[src/rtl/scpu_pkg.sv]
// Shared definitions for the single-cycle CPU fetch path and its controller.
// Holds next-PC select encodings and the fetch FSM state type.
// No logic; imported by scpu_npc and scpu_fetch.
package scpu_pkg;

    // Next-PC select driven by the controller on the branch bus
    localparam logic [1:0] BR_PC4    = 2'b00;
    localparam logic [1:0] BR_OFFSET = 2'b01;
    localparam logic [1:0] BR_JUMP   = 2'b10;
    localparam logic [1:0] BR_REG    = 2'b11;

    // Fetch FSM: waiting on instruction memory, or holding an instruction for execution
    typedef enum logic {
        ST_FETCH = 1'b0,
        ST_EXEC  = 1'b1
    } fetch_state_t;

endpackage

[src/rtl/scpu_npc.sv]
// Next-PC computation for the fetch unit (PC+4, branch offset, jump, register).
// Latency: purely combinational, zero cycles.
// Backpressure: none; outputs follow inputs continuously.
module scpu_npc
    import scpu_pkg::*;
(
    input  logic [31:0] pc,
    input  logic [31:0] inst,
    input  logic [1:0]  branch,
    input  logic [31:0] rs_data,
    output logic [31:0] next_pc,
    output logic        misaligned
);

    logic [31:0] w_pc4;
    logic [31:0] w_offset;
    logic        w_unused_opcode;

    // Opcode bits only matter to the controller, not to target formation
    assign w_unused_opcode = &{1'b0, inst[31:26]};

    // All sums wrap modulo 2^32 by construction of the 32-bit operands
    assign w_pc4    = pc + 32'd4;
    assign w_offset = {{14{inst[15]}}, inst[15:0], 2'b00};

    // Select the target; register targets get their low bits forced to word alignment
    always_comb begin
        next_pc    = w_pc4;
        misaligned = 1'b0;
        case (branch)
            BR_PC4:    next_pc = w_pc4;
            BR_OFFSET: next_pc = w_pc4 + w_offset;
            BR_JUMP:   next_pc = {w_pc4[31:28], inst[25:0], 2'b00};
            BR_REG: begin
                next_pc    = {rs_data[31:2], 2'b00};
                misaligned = (rs_data[1:0] != 2'b00);
            end
            default:   next_pc = w_pc4;
        endcase
    end

endmodule

[src/rtl/scpu_fetch.sv]
// Instruction fetch unit: requests imem at pc, holds the word until the core retires it.
// Latency: one clock from imem_ready to inst_valid; one clock from exec_ack to the next request.
// Backpressure: request held indefinitely while imem_ready=0 (timeout only flags); inst held until exec_ack.
module scpu_fetch
    import scpu_pkg::*;
#(
    parameter logic [31:0] RESET_PC   = 32'h0000_0000,
    parameter int          WAIT_LIMIT = 255
) (
    input  logic        clk,
    input  logic        rst,
    output logic [31:0] imem_addr,
    output logic        imem_req,
    input  logic [31:0] imem_rdata,
    input  logic        imem_ready,
    output logic [31:0] inst,
    output logic        inst_valid,
    output logic [31:0] pc,
    output logic [31:0] pc_plus4,
    input  logic [1:0]  branch,
    input  logic [31:0] rs_data,
    input  logic        exec_ack,
    output logic        addr_err,
    output logic        timeout,
    output logic [31:0] instret
);

    // Counter just wide enough to hold WAIT_LIMIT; it saturates there
    localparam int           CW      = $clog2(WAIT_LIMIT + 2);
    localparam logic [CW-1:0] LIMIT_V = CW'(WAIT_LIMIT);

    fetch_state_t r_state;
    fetch_state_t w_state_nxt;

    logic [31:0]   r_pc;
    logic [31:0]   r_inst;
    logic [31:0]   r_instret;
    logic          r_addr_err;
    logic          r_timeout;
    logic [CW-1:0] r_wait_cnt;

    logic          w_fetch_done;
    logic          w_retire;
    logic [CW-1:0] w_wait_inc;
    logic [31:0]   w_next_pc;
    logic          w_misaligned;

    scpu_npc u_npc (
        .pc         (r_pc),
        .inst       (r_inst),
        .branch     (branch),
        .rs_data    (rs_data),
        .next_pc    (w_next_pc),
        .misaligned (w_misaligned)
    );

    assign w_wait_inc = (r_wait_cnt == LIMIT_V) ? r_wait_cnt : r_wait_cnt + 1'b1;

    // Register the FSM state; reset always restarts a fetch
    always_ff @(posedge clk) begin
        if (rst) begin
            r_state <= ST_FETCH;
        end else begin
            r_state <= w_state_nxt;
        end
    end

    // Next-state and handshake decode; stray ready/ack outside their state are ignored
    always_comb begin
        w_state_nxt  = r_state;
        imem_req     = 1'b0;
        inst_valid   = 1'b0;
        w_fetch_done = 1'b0;
        w_retire     = 1'b0;
        case (r_state)
            ST_FETCH: begin
                imem_req     = 1'b1;
                w_fetch_done = imem_ready;
                if (imem_ready) begin
                    w_state_nxt = ST_EXEC;
                end
            end
            ST_EXEC: begin
                inst_valid = 1'b1;
                w_retire   = exec_ack;
                if (exec_ack) begin
                    w_state_nxt = ST_FETCH;
                end
            end
            default: w_state_nxt = ST_FETCH;
        endcase
    end

    // Datapath: latch fetched word, advance pc on retire, track wait cycles and sticky flags
    always_ff @(posedge clk) begin
        if (rst) begin
            r_pc       <= RESET_PC;
            r_inst     <= 32'd0;
            r_instret  <= 32'd0;
            r_addr_err <= 1'b0;
            r_timeout  <= 1'b0;
            r_wait_cnt <= '0;
        end else begin
            if (r_state == ST_FETCH) begin
                if (w_fetch_done) begin
                    r_inst <= imem_rdata;
                end else begin
                    r_wait_cnt <= w_wait_inc;
                    if (w_wait_inc == LIMIT_V) begin
                        r_timeout <= 1'b1;
                    end
                end
            end
            if (w_retire) begin
                r_pc       <= w_next_pc;
                r_instret  <= r_instret + 32'd1;
                r_wait_cnt <= '0;
                if (w_misaligned) begin
                    r_addr_err <= 1'b1;
                end
            end
        end
    end

    assign imem_addr = r_pc;
    assign pc        = r_pc;
    assign pc_plus4  = r_pc + 32'd4;
    assign inst      = r_inst;
    assign addr_err  = r_addr_err;
    assign timeout   = r_timeout;
    assign instret   = r_instret;

endmodule

[config.mk]
export PLATFORM = sky130hd
export DESIGN_NAME = scpu_fetch
export DESIGN_NICKNAME = d
export VERILOG_FILES = /design/src/rtl/scpu_pkg.sv /design/src/rtl/scpu_npc.sv /design/src/rtl/scpu_fetch.sv
export SDC_FILE = /design/constraint.sdc
export NUM_CORES = 1
export LEC_CHECK = 0
export CAP_MARGIN = 25
export CORE_UTILIZATION = 45
export DETAILED_ROUTE_END_ITERATION = 6
export HOLD_SLACK_MARGIN = 0.02
export PLACE_DENSITY = 0.76
export SETUP_SLACK_MARGIN = 0.15
export SYNTH_ARGS = -nofsm -noshare
export SYNTH_HDL_FRONTEND = slang
export SYNTH_HIERARCHICAL = 1
export SYNTH_SLANG_ARGS = --single-unit
[constraint.sdc]
create_clock -name clk -period 5.2 [get_ports clk]
set_input_delay 1.3 -clock clk [delete_from_list [all_inputs] [get_ports clk]]
set_output_delay 1.3 -clock clk [all_outputs]
set_load 0.05 [all_outputs]
Yosys cells after proc, flatten, opt, wreduce, memory -nomap -nowiden
Index checks and enable logic that the tools add are counted.

Add/sub/neg operators: 4. Equality and inequality tests: 5. Multiplexer cells: 10. Bitwise operators: 2. Reduce and logical (&&, ||, !) cells: 7.

Operators with widths (count): $pmux W32 S4 (1); $add A32 B1 Y32 const B (1); $add A32 B3 Y32 const B (1); $add A32 B32 Y32 (1); $eq A9 B8 Y1 const B (2); $add A9 B1 Y9 const B (1); $mux W9 (1); $mux W1 (7); $reduce_and A2 Y1 (3); $eq A2 B2 Y1 const B (2); $reduce_and A3 Y1 (1); $eq A2 B1 Y1 const B (1); $logic_not A2 Y1 (1); $not A1 Y1 (2); $pmux W1 S2 (1); $reduce_bool A2 Y1 (1); $reduce_or A2 Y1 (1).

Bits in registers: 108. Input bits: 70. Output and inout port bits: 164. Word-level logic and storage cells: 35.

Depth between registers and ports, before layout
Depth after elaboration: 4. Gate-level depth with buffers: 19. Mapped depth without buffers: 17.

Cells and area by module
Netlist, hierarchy kept.

By module, submodules not included: scpu_fetch (instances 1, cells each 645, area each 5077.4 µm², sequential area each 2162.1 µm²); scpu_npc (instances 1, cells each 372, area each 2975.4 µm², sequential area each 0.0 µm²).

Worst setup path after synthesis
OpenSTA, ideal clock, no wires.

Path type: reg2reg. From: register r_pc[4] (netlist: imem_addr[4]). To: register r_pc[26] (netlist: imem_addr[26]). Setup time: 0.132 ns. Arrival: 3.991 ns. Required time: 5.068 ns. Slack: 1.077 ns. Cell stages (with the launch flop): 17. Buffers on the path: 1. Clock period less this slack: 4.123 ns. Cell sequence: dfxtp_1 -> and4_1 -> and4_1 -> clkbuf_1 -> and3_1 -> nand3_1 -> xnor2_1 -> ha_1 -> a21o_1 -> a21o_1 -> a221o_1 -> a31oi_1 -> a21boi_1 -> xnor2_1 -> mux4_2 -> nand2_1 -> a21oi_1.

Word-level cells in the longest chain between the ends: 3.

Ends and longest elaborated chain: from (decl) (RTL line scpu_fetch.sv:35) `logic [31:0] r_pc;`; from (signal assigned) (RTL line scpu_fetch.sv:115) `r_pc <= w_next_pc;`; $add A32 B3 Y32 (*) (RTL line scpu_npc.sv:23) `assign w_pc4 = pc + 32'd4;`; $add A32 B32 Y32 (RTL line scpu_npc.sv:32) `BR_OFFSET: next_pc = w_pc4 + w_offset;`; $pmux W32 S4 (*) (RTL line scpu_npc.sv:30) `case (branch)`; named net w_next_pc[26] (RTL line scpu_fetch.sv:45) `logic [31:0] w_next_pc;`.

The timed path passes the listed nets; every way through them passes the cells marked *. A chain may end at the register's enable or synchronous reset.

Worst setup path in the final report
From: register r_pc[11] (netlist: imem_addr[11]). To: output port pc_plus4[31].

Word-level cells in the longest chain between the ends: 1.

Ends and longest elaborated chain: $add A32 B3 Y32 (RTL line scpu_fetch.sv:127) `assign pc_plus4 = r_pc + 32'd4;`; to (decl) (RTL line scpu_fetch.sv:19) `output logic [31:0] pc_plus4,`.

No other way between the ends.

==> summary.md <==
| Metric | Value |
|---|---|
| Status | `complete, no violations` |
| Syn nets | `1,125` |
| Cell Rows | `48` |
| Final clock skew | `0.01182 ns` |
| Number of synthesized flops with an enable pin | `0` |
| Distinct cells, synth | `73` |
| Critical path origin | `imem_addr[11]` |
| Top cells by count, synth | `nand2_1, dfxtp_1, a21oi_1` |
| Routed WL | `23,460 microns` |
| Worst hold start | `inst[29]` |
| Vias in the first global route | `7,085` |
| Register share of total power | `41.7%` |
| Mapped cell area | `0.008053 sq mm` |
| Final min period | `between 4 and 5 ns` |
| Yosys top cell by area | `dfxtp_1` |
| Fin Setup TNS | `0 ns` |
| Grt total ovfl | `0` |
| Worst path cell trace | `nand4_1, nor4_1, and2_1, nand3_1, xnor2_1, clkdlybuf4s50_1` |
| Setup bufs post-CTS | `0` |
| Internal Power | `1.451 mW` |
| Final #Nets | `roughly 1,300` |
| Hold Crit Depth | `2` |
| WS Path Type | `reg -> out` |
| Max Slew Vio Count | `0` |
| Post-DRT Antenna Nets | `0` |
| Clk_lat worst skew | `0.36 ns` |
| Gate power share | `22.6%` |
| Critical Path Start Type | `flop` |
| Global-route wire length before repair | `36,950 microns` |
| Initial antenna violation count | `1` |
| Initial core utilization | `46.40%` |
| Worst Path Arrival | `approximately 3.1 ns` |
| Static Leakage | `3.812 nW` |
| Yosys top cell area share | `a little over a quarter` |
| Final Setup Violations | `0` |
| Max VDD drop | `152.4 uV` |
| Detailed-route vias per instance | `5.620` |
| Most common cell in the netlist | `nand2_1` |
| Fmax | `0.2299 GHz` |
| Critical Path End Type | `output port` |
| Ys Warns | `6` |
| CP top delay family | `simple AND/OR/NAND/NOR gates` |
| Power Density | `a little over 200 mW/mm^2` |
| Crit-path slowest cell | `clkdlybuf4s50_1` |
| Io pins | `~230` |
| Max-cap viol count | `0` |
| Area Growth Syn to Fin | `31.42%` |
| Mean Syn Cell Area | `7.918 sq um` |
| Clk pwr share | `35.6%` |
| CTS clk-pin slew, worst paths | `0.08 ns` |
| Largest family of logic cells by synthesized area | `simple AND/OR/NAND/NOR gates` |
| Global Route Usage Sum | `25.37%` |
| Compound-Gate Fraction of Synth Area | `15.93%` |
| Height of the chip | `around 140 microns` |
| Post-Syn Instances | `1,017` |
| Routed WL per cell | `16.62 microns` |
| Critical Path RT | `3.90 ns` |
| Hold Fails Final Rpt | `0` |
| Multiplexer share of the synthesized area | `7.800%` |
| Worst-Margin Slew | `~0.94 ns` |
| Slowest stage delay, CP | `0.83 ns` |
| Final worst slack | `0.8494 ns` |
| Sequential area share after synthesis | `26.85%` |
| Hold WS | `approximately 0.45 ns` |
| Top_reg_cell synth | `dfxtp_1` |
| Initial DRC Count | `551` |
| Largest net degree at the start of global routing | `81` |
| DR vias | `between 7,000 and 8,000` |
| Post_cts resized | `0` |
| Switching pwr | `0.6881 mW` |
| Synth Area in Adders | `roughly 6%` |
| Initial DRT Pass Iterations | `6` |
| CTS tree | `built` |
| Worst reg2reg path depth | `16` |
| Chip width | `~140 microns` |
| # hold bufs at CTS | `0` |
| DR DRC count | `0` |
| Worst rel slew slack | `37.45%` |
| H-tree levels | `3` |
| Crit path depth | `6` |
| Die area | `0.01843 sq mm` |
| Clk sinks | `108` |
| Core Region | `0.01736 sq mm` |
| Final Cycle Share | `83.67%` |
| Share of synthesized registers carrying an async set or reset | `0%` |
| Worst path bufs/invs | `1` |
| Filler cells | `about 1,500` |
| HPWL Detailed | `17,340 microns` |
| Net Sw Frac | `between 30% and 40%` |
| Pre-CTS WS | `roughly 1.1 ns` |
| RSZ-0062 raised after global routing | `no` |
| Yosys reg bits | `108` |
| Share of cells above drive strength 1 | `6.498%` |
| Crit-path max FO | `11` |
| Crit Reg-Reg Startpoint | `imem_addr[4]` |
| Root buffer cell | `clkbuf_16` |
| Worst min path class | `reg -> reg` |
| Ranking of synthesized cells by area | `dfxtp_1, xnor2_1, nand2_1` |
| GPL Wtd Cong | `around 0.94` |
| Post-Synth Simple-Gate Area | `roughly a quarter` |
| Input/output buffers | `233` |
| CTS buffer count | `9` |
| Xor/xnor cell area share of the yosys netlist | `11.42%` |
| CTS Buffer Depth | `2` |
final cells by class:
class	instances	area [sq um]	share of cell area, %
antenna	1	2.502	0.02365
tap	225	281.5	2.660
sequential	108	2162	20.43
clock inverter	6	83.83	0.7922
inverter	24	90.09	0.8513
clock buffer	10	239.0	2.258
timing repair buffer	239	2390	22.58
multi-input combinational	798	5334	50.40
power by group through the flow:
| stage | combinational, mW | clock [mW] | sequential, mW |
|---|---|---|---|
| global placement | 0.475 | 0 | 0.910 |
| CTS | 0.484 | 0.778 | 0.893 |
| floorplan | 0.246 | 0 | 0.976 |
| finish | 0.484 | 0.762 | 0.893 |
| detailed placement | 0.483 | 0 | 0.912 |
| global route | 0.515 | 0.810 | 0.898 |
cells in the final DEF (no fill, tap or decap), drive strengths merged, types with 10 or more instances in the layout:
cell type,instances
o21ai,33
and4,15
xnor2,87
mux4,25
a21o,14
a21oi,108
inv,29
ha,37
and3,14
nor3,15
clkbuf,10
dfxtp,108
clkdlybuf4s50,231
nand4,22
nor2,67
xor2,18
nor2b,11
nand2,192
nand3,46
nor4,12
cells by family after synthesis:
| kind of cell | after synthesis |
|---|---|
| multiplexers | 31 |
| XOR/XNOR | 105 |
| AO/OA/AOI/OAI | 204 |
| AND/OR/NAND/NOR | 420 |
| flip-flops | 108 |
| buffers and inverters | 111 |
| adder cells (fa/ha/maj) | 38 |
layer usage:
layer  share of wire, %  GRT usage, %  up-vias
met2                 46         40.22      306
met4                1.8         6.742        0
met1                 45         34.90     3731
met3                7.5         5.013       27
li1                   -             -     3866
met5                  0             0        -
flip-flops by register name (all words and copies together), names as in the netlist:
name and count:
instret 32, r_wait_cnt 9, inst 32, r_state 1
timeout 1, addr_err 1, imem_addr 32
path summary, 6_finish.rpt:
path | slack, ns | to
setup / recovery | 0.85 | pc_plus4[31]
hold / removal | 0.45 | inst[29]
setup reg to reg | 0.96 | imem_addr[26]
hold reg to reg | 0.45 | inst[29]
stage by stage:
stage | instance area [sq um] | power, mW | instances | utilization (%)
final | 10580 | 2.139 | 1411 | 60.97
after global routing | 10580 | 2.224 | 1411 | 60.97
after CTS | 10580 | 2.155 | 1410 | 60.96
after detailed placement | 10260 | 1.395 | 1394 | 59.10
after global placement | 10230 | 1.386 | 1393 | 58.94
after floorplan | 8053 | 1.222 | 1017 | -
tightest hold or removal path: stages, from the launching register on:
cell and delay (ns):
dfxtp_1 0.31, nand2_1 0.05, a21oi_1 0.05
No activity file was read; power rests on OpenSTA's default activity.
